### src/rtl/norm_pkg.sv
// Shared definitions for the normalising shift controller: FSM states,
// default operand/result widths and the shift-counter width.
package norm_pkg;

    typedef enum logic [1:0] {
        IDLE  = 2'd0,
        LOAD  = 2'd1,
        SHIFT = 2'd2,
        DONE  = 2'd3
    } state_t;

    localparam int DATA_W_DEF = 16;
    localparam int OUT_W_DEF  = 8;
    localparam int CNT_W      = 4;

endpackage

### src/rtl/norm_shift_ctrl_if.sv
// Bundle of operand/result handshakes and right_shifter strobes.
// slave = the controller, master = its environment (source, sink, shifter).
interface norm_shift_ctrl_if
    import norm_pkg::*;
#(
    parameter int DATA_W = DATA_W_DEF,
    parameter int OUT_W  = OUT_W_DEF
);

    logic              in_valid;
    logic              in_ready;
    logic [DATA_W-1:0] data_in;
    logic              sh_ld;
    logic              sh_shift_enable;
    logic [DATA_W-1:0] sh_in;
    logic [DATA_W-1:0] sh_out;
    logic              out_valid;
    logic              out_ready;
    logic [OUT_W-1:0]  result;
    logic [CNT_W-1:0]  shift_count;

    modport master (
        output in_valid, data_in, out_ready, sh_out,
        input  in_ready, sh_ld, sh_shift_enable, sh_in, out_valid, result, shift_count
    );

    modport slave (
        input  in_valid, data_in, out_ready, sh_out,
        output in_ready, sh_ld, sh_shift_enable, sh_in, out_valid, result, shift_count
    );

endinterface

### src/rtl/norm_shift_counter.sv
// Shift counter with synchronous clear (priority) and increment enable.
module norm_shift_counter
    import norm_pkg::*;
(
    input  logic             clk,
    input  logic             rst,
    input  logic             clear,
    input  logic             enable,
    output logic [CNT_W-1:0] count
);

    logic [CNT_W-1:0] count_q;
    logic [CNT_W-1:0] count_d;

    always_comb begin
        count_d = count_q;
        if (clear) begin
            count_d = '0;
        end else if (enable) begin
            count_d = count_q + CNT_W'(1);
        end
    end

    always_ff @(posedge clk or negedge rst) begin
        if (!rst) begin
            count_q <= '0;
        end else begin
            count_q <= count_d;
        end
    end

    assign count = count_q;

endmodule

### src/rtl/norm_shift_ctrl.sv
// Normalising controller: right-shifts an operand through an external shifter
// until it fits OUT_W bits. Define NORM_ROUND_EN for round-half-up at capture.
module norm_shift_ctrl
    import norm_pkg::*;
#(
    parameter int DATA_W = DATA_W_DEF,
    parameter int OUT_W  = OUT_W_DEF
) (
    input  logic              clk,
    input  logic              rst,
    norm_shift_ctrl_if.slave  bus
);

    state_t            state_q, state_d;
    logic [DATA_W-1:0] sh_in_q, sh_in_d;
    logic [OUT_W-1:0]  result_q, result_d;
    logic              sticky_q, sticky_d;
    logic              in_ready_q, in_ready_d;
    logic              cnt_clear;
    logic              cnt_en;
    logic              upper_nz;
    logic [OUT_W-1:0]  low_bits;
    logic [OUT_W-1:0]  rounded;
    logic [CNT_W-1:0]  count;

    assign upper_nz = |bus.sh_out[DATA_W-1:OUT_W];
    assign low_bits = bus.sh_out[OUT_W-1:0];

`ifdef NORM_ROUND_EN
    // sticky holds the last bit shifted out, i.e. the half-LSB weight
    always_comb begin
        rounded = low_bits;
        if (sticky_q && (count != '0) && !(&low_bits)) begin
            rounded = low_bits + OUT_W'(1);
        end
    end
`else
    assign rounded = low_bits;
`endif

    always_comb begin
        state_d   = state_q;
        sh_in_d   = sh_in_q;
        result_d  = result_q;
        sticky_d  = sticky_q;
        cnt_clear = 1'b0;
        cnt_en    = 1'b0;
        case (state_q)
            IDLE: begin
                if (bus.in_valid && in_ready_q) begin
                    sh_in_d   = bus.data_in;
                    sticky_d  = 1'b0;
                    cnt_clear = 1'b1;
                    state_d   = LOAD;
                end
            end
            LOAD:  state_d = SHIFT;
            SHIFT: begin
                if (upper_nz) begin
                    cnt_en   = 1'b1;
                    sticky_d = bus.sh_out[0];
                end else begin
                    result_d = rounded;
                    state_d  = DONE;
                end
            end
            DONE: begin
                if (bus.out_ready) begin
                    state_d = IDLE;
                end
            end
            default: state_d = IDLE;
        endcase
        // registered so in_ready stays low through reset and the release cycle
        in_ready_d = (state_d == IDLE);
    end

    always_ff @(posedge clk or negedge rst) begin
        if (!rst) begin
            state_q    <= IDLE;
            sh_in_q    <= '0;
            result_q   <= '0;
            sticky_q   <= 1'b0;
            in_ready_q <= 1'b0;
        end else begin
            state_q    <= state_d;
            sh_in_q    <= sh_in_d;
            result_q   <= result_d;
            sticky_q   <= sticky_d;
            in_ready_q <= in_ready_d;
        end
    end

    norm_shift_counter u_counter (
        .clk    (clk),
        .rst    (rst),
        .clear  (cnt_clear),
        .enable (cnt_en),
        .count  (count)
    );

    assign bus.in_ready        = in_ready_q;
    assign bus.sh_ld           = (state_q == LOAD);
    assign bus.sh_shift_enable = (state_q == SHIFT) && upper_nz;
    assign bus.sh_in           = sh_in_q;
    assign bus.out_valid       = (state_q == DONE);
    assign bus.result          = result_q;
    assign bus.shift_count     = count;

endmodule

### src/flat_wrapper.sv
// flat-port wrapper written by rule: the top's interface ports become plain ports
module norm_shift_ctrl_flat import norm_pkg::*;
#(
    parameter int DATA_W = DATA_W_DEF,
    parameter int OUT_W  = OUT_W_DEF
)
  (clk, rst, bus_in_valid, bus_data_in, bus_out_ready, bus_sh_out, bus_in_ready, bus_sh_ld, bus_sh_shift_enable, bus_sh_in, bus_out_valid, bus_result, bus_shift_count);
  norm_shift_ctrl_if #(.DATA_W(DATA_W), .OUT_W(OUT_W)) bus_i ();
  input  logic clk;
  input  logic rst;
  input wire logic [$bits(bus_i.in_valid)-1:0] bus_in_valid;
  input wire logic [$bits(bus_i.data_in)-1:0] bus_data_in;
  input wire logic [$bits(bus_i.out_ready)-1:0] bus_out_ready;
  input wire logic [$bits(bus_i.sh_out)-1:0] bus_sh_out;
  output wire logic [$bits(bus_i.in_ready)-1:0] bus_in_ready;
  output wire logic [$bits(bus_i.sh_ld)-1:0] bus_sh_ld;
  output wire logic [$bits(bus_i.sh_shift_enable)-1:0] bus_sh_shift_enable;
  output wire logic [$bits(bus_i.sh_in)-1:0] bus_sh_in;
  output wire logic [$bits(bus_i.out_valid)-1:0] bus_out_valid;
  output wire logic [$bits(bus_i.result)-1:0] bus_result;
  output wire logic [$bits(bus_i.shift_count)-1:0] bus_shift_count;
  assign bus_i.in_valid = bus_in_valid;
  assign bus_i.data_in = bus_data_in;
  assign bus_i.out_ready = bus_out_ready;
  assign bus_i.sh_out = bus_sh_out;
  assign bus_in_ready = bus_i.in_ready;
  assign bus_sh_ld = bus_i.sh_ld;
  assign bus_sh_shift_enable = bus_i.sh_shift_enable;
  assign bus_sh_in = bus_i.sh_in;
  assign bus_out_valid = bus_i.out_valid;
  assign bus_result = bus_i.result;
  assign bus_shift_count = bus_i.shift_count;
  norm_shift_ctrl #(.DATA_W(DATA_W), .OUT_W(OUT_W)) u_core (.clk(clk), .rst(rst), .bus(bus_i));
endmodule
### config.mk
export PLATFORM = sky130hd
export DESIGN_NAME = norm_shift_ctrl_flat
export DESIGN_NICKNAME = d
export VERILOG_FILES = /design/src/rtl/norm_pkg.sv /design/src/rtl/norm_shift_ctrl_if.sv /design/src/rtl/norm_shift_counter.sv /design/src/rtl/norm_shift_ctrl.sv /design/src/flat_wrapper.sv
export SDC_FILE = /design/constraint.sdc
export NUM_CORES = 1
export LEC_CHECK = 0
export ABC_AREA = 1
export ABC_CLOCK_PERIOD_IN_PS = 3400
export CAP_MARGIN = 20
export CORE_MARGIN = 4
export CORE_UTILIZATION = 35
export DETAILED_ROUTE_END_ITERATION = 8
export PLACE_DENSITY = 0.72
export SYNTH_ARGS = -nofsm -noshare
export SYNTH_HDL_FRONTEND = slang
export SYNTH_HIERARCHICAL = 1
export SYNTH_SLANG_ARGS = --single-unit
### constraint.sdc
create_clock -name clk -period 3.4 [get_ports clk]
set_input_delay 0.68 -clock clk [delete_from_list [all_inputs] [get_ports clk]]
set_output_delay 0.68 -clock clk [all_outputs]
set_load 0.005 [all_outputs]
==> out/qor.csv <==
stage,metric,value,unit
finish,share of cells above drive strength 1,8.07,%
routing,DR WL/cell,11.5,um
sta,crit share post-route,86.7,%
grt,total congestion overflow,0,
clock_network,Max Root-Sink Buffers,2,
routing,DRT met1 WL,1350,um
floorplan,Die Footprint,0.00486,sq mm
sta,slew at the pin closest to its max-slew limit,0.398,ns
placement,PortBufs,67,
routing,drt first pass iters,4,
sta,Achievable Freq,339,MHz
grt,vias in the first global route,1199,
logic_synthesis,Netlist cell types,18,
clock_network,"Gates resized, CTS repair",0,
logic_synthesis,sequential share of the synthesized area,58.2,%
floorplan,Initial Utilization,36.4,%
sta,relative slew slack,73.2,%
hold_path,Hold Path Class,flip-flop to flip-flop,
setup_path,R2R depth,7,
clock_network,Clock transition at path regs,0.06,ns
setup_path,register-to-register setup slack,1.91,ns
power,Power Density,708,mW/mm^2
routing,metal3 WL,256,um
sta,final hold violations,0,
routing,Avg Vias per Cell,4.39,
setup_path,CP Launch Type,input port,
job,# Max-Cap Violations,0,
hold_path,Hold Crit Depth,2,
routing,post-route ant nets,0,
setup_path,Setup crit start,bus_sh_out[15],
setup_path,CP endpoint kind,output port,
logic_synthesis,Synth Register Bits,31,
setup_path,r2r startpoint,u_core/state_q[0],
setup_path,CP required,2.72,ns
power,Total Power,0.00150,W
logic_synthesis,synth warn,6,
sta,Setup Skew,0.00183,ns
logic_synthesis,cell area after synthesis,0.00133,sq mm
setup_path,worst stage delay on the critical path,0.58,ns
placement,area of placed instances,0.00205,sq mm
sta,minimum clock period,2.95,ns
floorplan,Placement Rows,22,
sta,setup TNS,0,ns
finish,Area Growth Syn to Fin,59.4,%
routing,number of remaining DRC errors,0,
power,Leak Pwr,1.05,nW
setup_path,Buf/Inv on CP,2,
hold_path,hold_sp,u_core/bus.sh_in[0],
finish,Final nets,261,
clock_network,H-tree depth,2,
placement,GP Congestion,0.715,
routing,initial DRC count,32,
floorplan,die width,69.7,um
sta,final slew viol count,0,
logic_synthesis,area fraction of the dominant cell type after synthesis,58.2,%
logic_synthesis,"area leader, netlist",dfrtp_1,
floorplan,core area,0.00366,sq mm
placement,dpl hpwl,2300,um
grt,first-pass GRT wire length,5190,um
routing,Top Metal Used,met4,
finish,ant diodes,0,
grt,GRT Resource Usage Total,13.3,%
routing,final WL,3110,um
floorplan,DIE HEIGHT,69.7,um
clock_network,Sink Count,31,
clock_network,"Setup Fix Bufs, Post-CTS",0,
setup_path,slowest CP cell,clkdlybuf4s50_1,
clock_network,TritonCTS clock tree,built,
setup_path,most frequent CP cell,clkdlybuf4s50_1,
power,maximum vdd drop,0.000418,V
sta,RSZ-0062 raised after global routing,no,
clock_network,Num CTS Buffers,5,
setup_path,R2R Path End,u_core/u_counter/count[3],
logic_synthesis,Syn Area/Cell,8.89,sq um
finish,design area,0.00213,sq mm
setup_path,Top Family by Delay on Critical Path,buffers and inverters,
setup_path,largest fanout on the critical path,10,
logic_synthesis,Synth area leaders,"dfrtp_1 (58%), nand2_1 (21%), nand3_1 (4.1%)",
grt,largest net degree at the start of global routing,32,
logic_synthesis,Mapped Cells,150,
routing,vias,1189,
grt,initial antenna violation count,0,
hold_path,hold worst-path end,u_core/bus.sh_in[0],
clock_network,Root Driver,clkbuf_8,
setup_path,critical path arrival,2.27,ns
setup_path,worst path cell trace,clkdlybuf4s50_1 > nor2_1 > nand2_1 > nor2_4 > nor3_1 > clkdlybuf4s50_1,
logic_synthesis,syn nets,187,
outcome,status,"finished, final reports clean",
setup_path,critical path class,input port to output port,
clock_network,clk_lat worst skew,0.27,ns
floorplan,I/O pins,68,
clock_network,CTS Hold Bufs,0,
sta,endpoints failing setup,0,
routing,met2 WL,1480,um
-- state kept, by name (all words and copies together) (netlist names) --
register                flops
u_core/bus.result           8
u_core/bus.in_ready         1
u_core/u_counter/count      4
u_core/bus.sh_in           16
u_core/state_q              2
-- worst min-delay path: cells and delay by family, from the launching register on --
kind / cells / cell delay [ns]
flops: 1 / 0.34
simple gates: 2 / 0.10
-- power breakdown --
group          internal (W)  total (W)  switching [W]
logic              0.000370   0.000660       0.000290
clock network      0.000136   0.000255       0.000119
registers          0.000504   0.000589      0.0000859
total               0.00101    0.00150       0.000495
-- through the flow --
step	hold slack [ns]	setup WS [ns]	cells	util [%]
finish	0.468	0.452	271	58.1
global route	0.497	0.415	271	58.1
CTS	0.471	0.463	271	58.1
detailed placement	0.458	0.463	265	56.1
global placement	0.453	0.500	265	56.1
floorplan	0.384	1.39	150	-
-- routing by layer --
metal / vias to the layer above / GRT usage (%)
li1: 606 / -
met1: 534 / 15.3
met2: 46 / 22.8
met3: 3 / 5.22
met4: 0 / 4.26
met5: - / 0
-- placed cells by master, fill, tap and decap left out --
master           Yosys  layout
nand2_1             73      73
clkdlybuf4s50_1      0      67
dfrtp_1             31      31
nor2_1              11      11
nand3_1             11      11
clkbuf_8             0       5
inv_1                5       5
nor2_4               3       3
a21oi_1              3       3
inv_2                2       2
nand2_4              2       2
buf_4                0       2
clkbuf_1             0       1
nor2_8               1       1
o21ai_0              1       1
nor3_1               1       1
inv_6                1       1
nand2_2              1       1
nor2_2               1       1
ha_1                 1       1
-- synth_stat cells --
master / n
nand3_1: 11
nand2_2: 1
buf_6: 1
inv_6: 1
ha_1: 1
o21ai_0: 1
nor3_1: 1
dfrtp_1: 31
inv_1: 5
nor2_2: 1
nor2_8: 1
nand2_4: 2
nor2_1: 11
buf_8: 1
a21oi_1: 3
inv_2: 2
nor2_4: 3
nand2_1: 73
-- layout make-up --
cell class,instances,area [sq um]
well taps,48,60.1
fillers,344,1540
repair buffers,69,686
flip-flops and latches,31,776
clock buffers,6,72.6
inverters,8,35.0
multi-input cells,109,497
-- logic make-up after synthesis --
group	after synthesis	share of synthesized area, %
AO/OA/AOI/OAI	4	1.50
buffers and inverters	10	4.60
adder cells (fa/ha/maj)	1	0.938
flip-flops	31	58.2
AND/OR/NAND/NOR	104	34.8
-- worst max path at each step --
stage	endpoint	slack, ns	depth (start not counted)
after floorplan	bus_sh_shift_enable	1.39	4
after CTS	bus_sh_shift_enable	0.46	6
final	bus_sh_shift_enable	0.45	6
after detailed placement	bus_sh_shift_enable	0.46	6
after global placement	bus_sh_shift_enable	0.50	6
after global routing	bus_sh_shift_enable	0.41	6
Power figures use the tool's default switching activity.
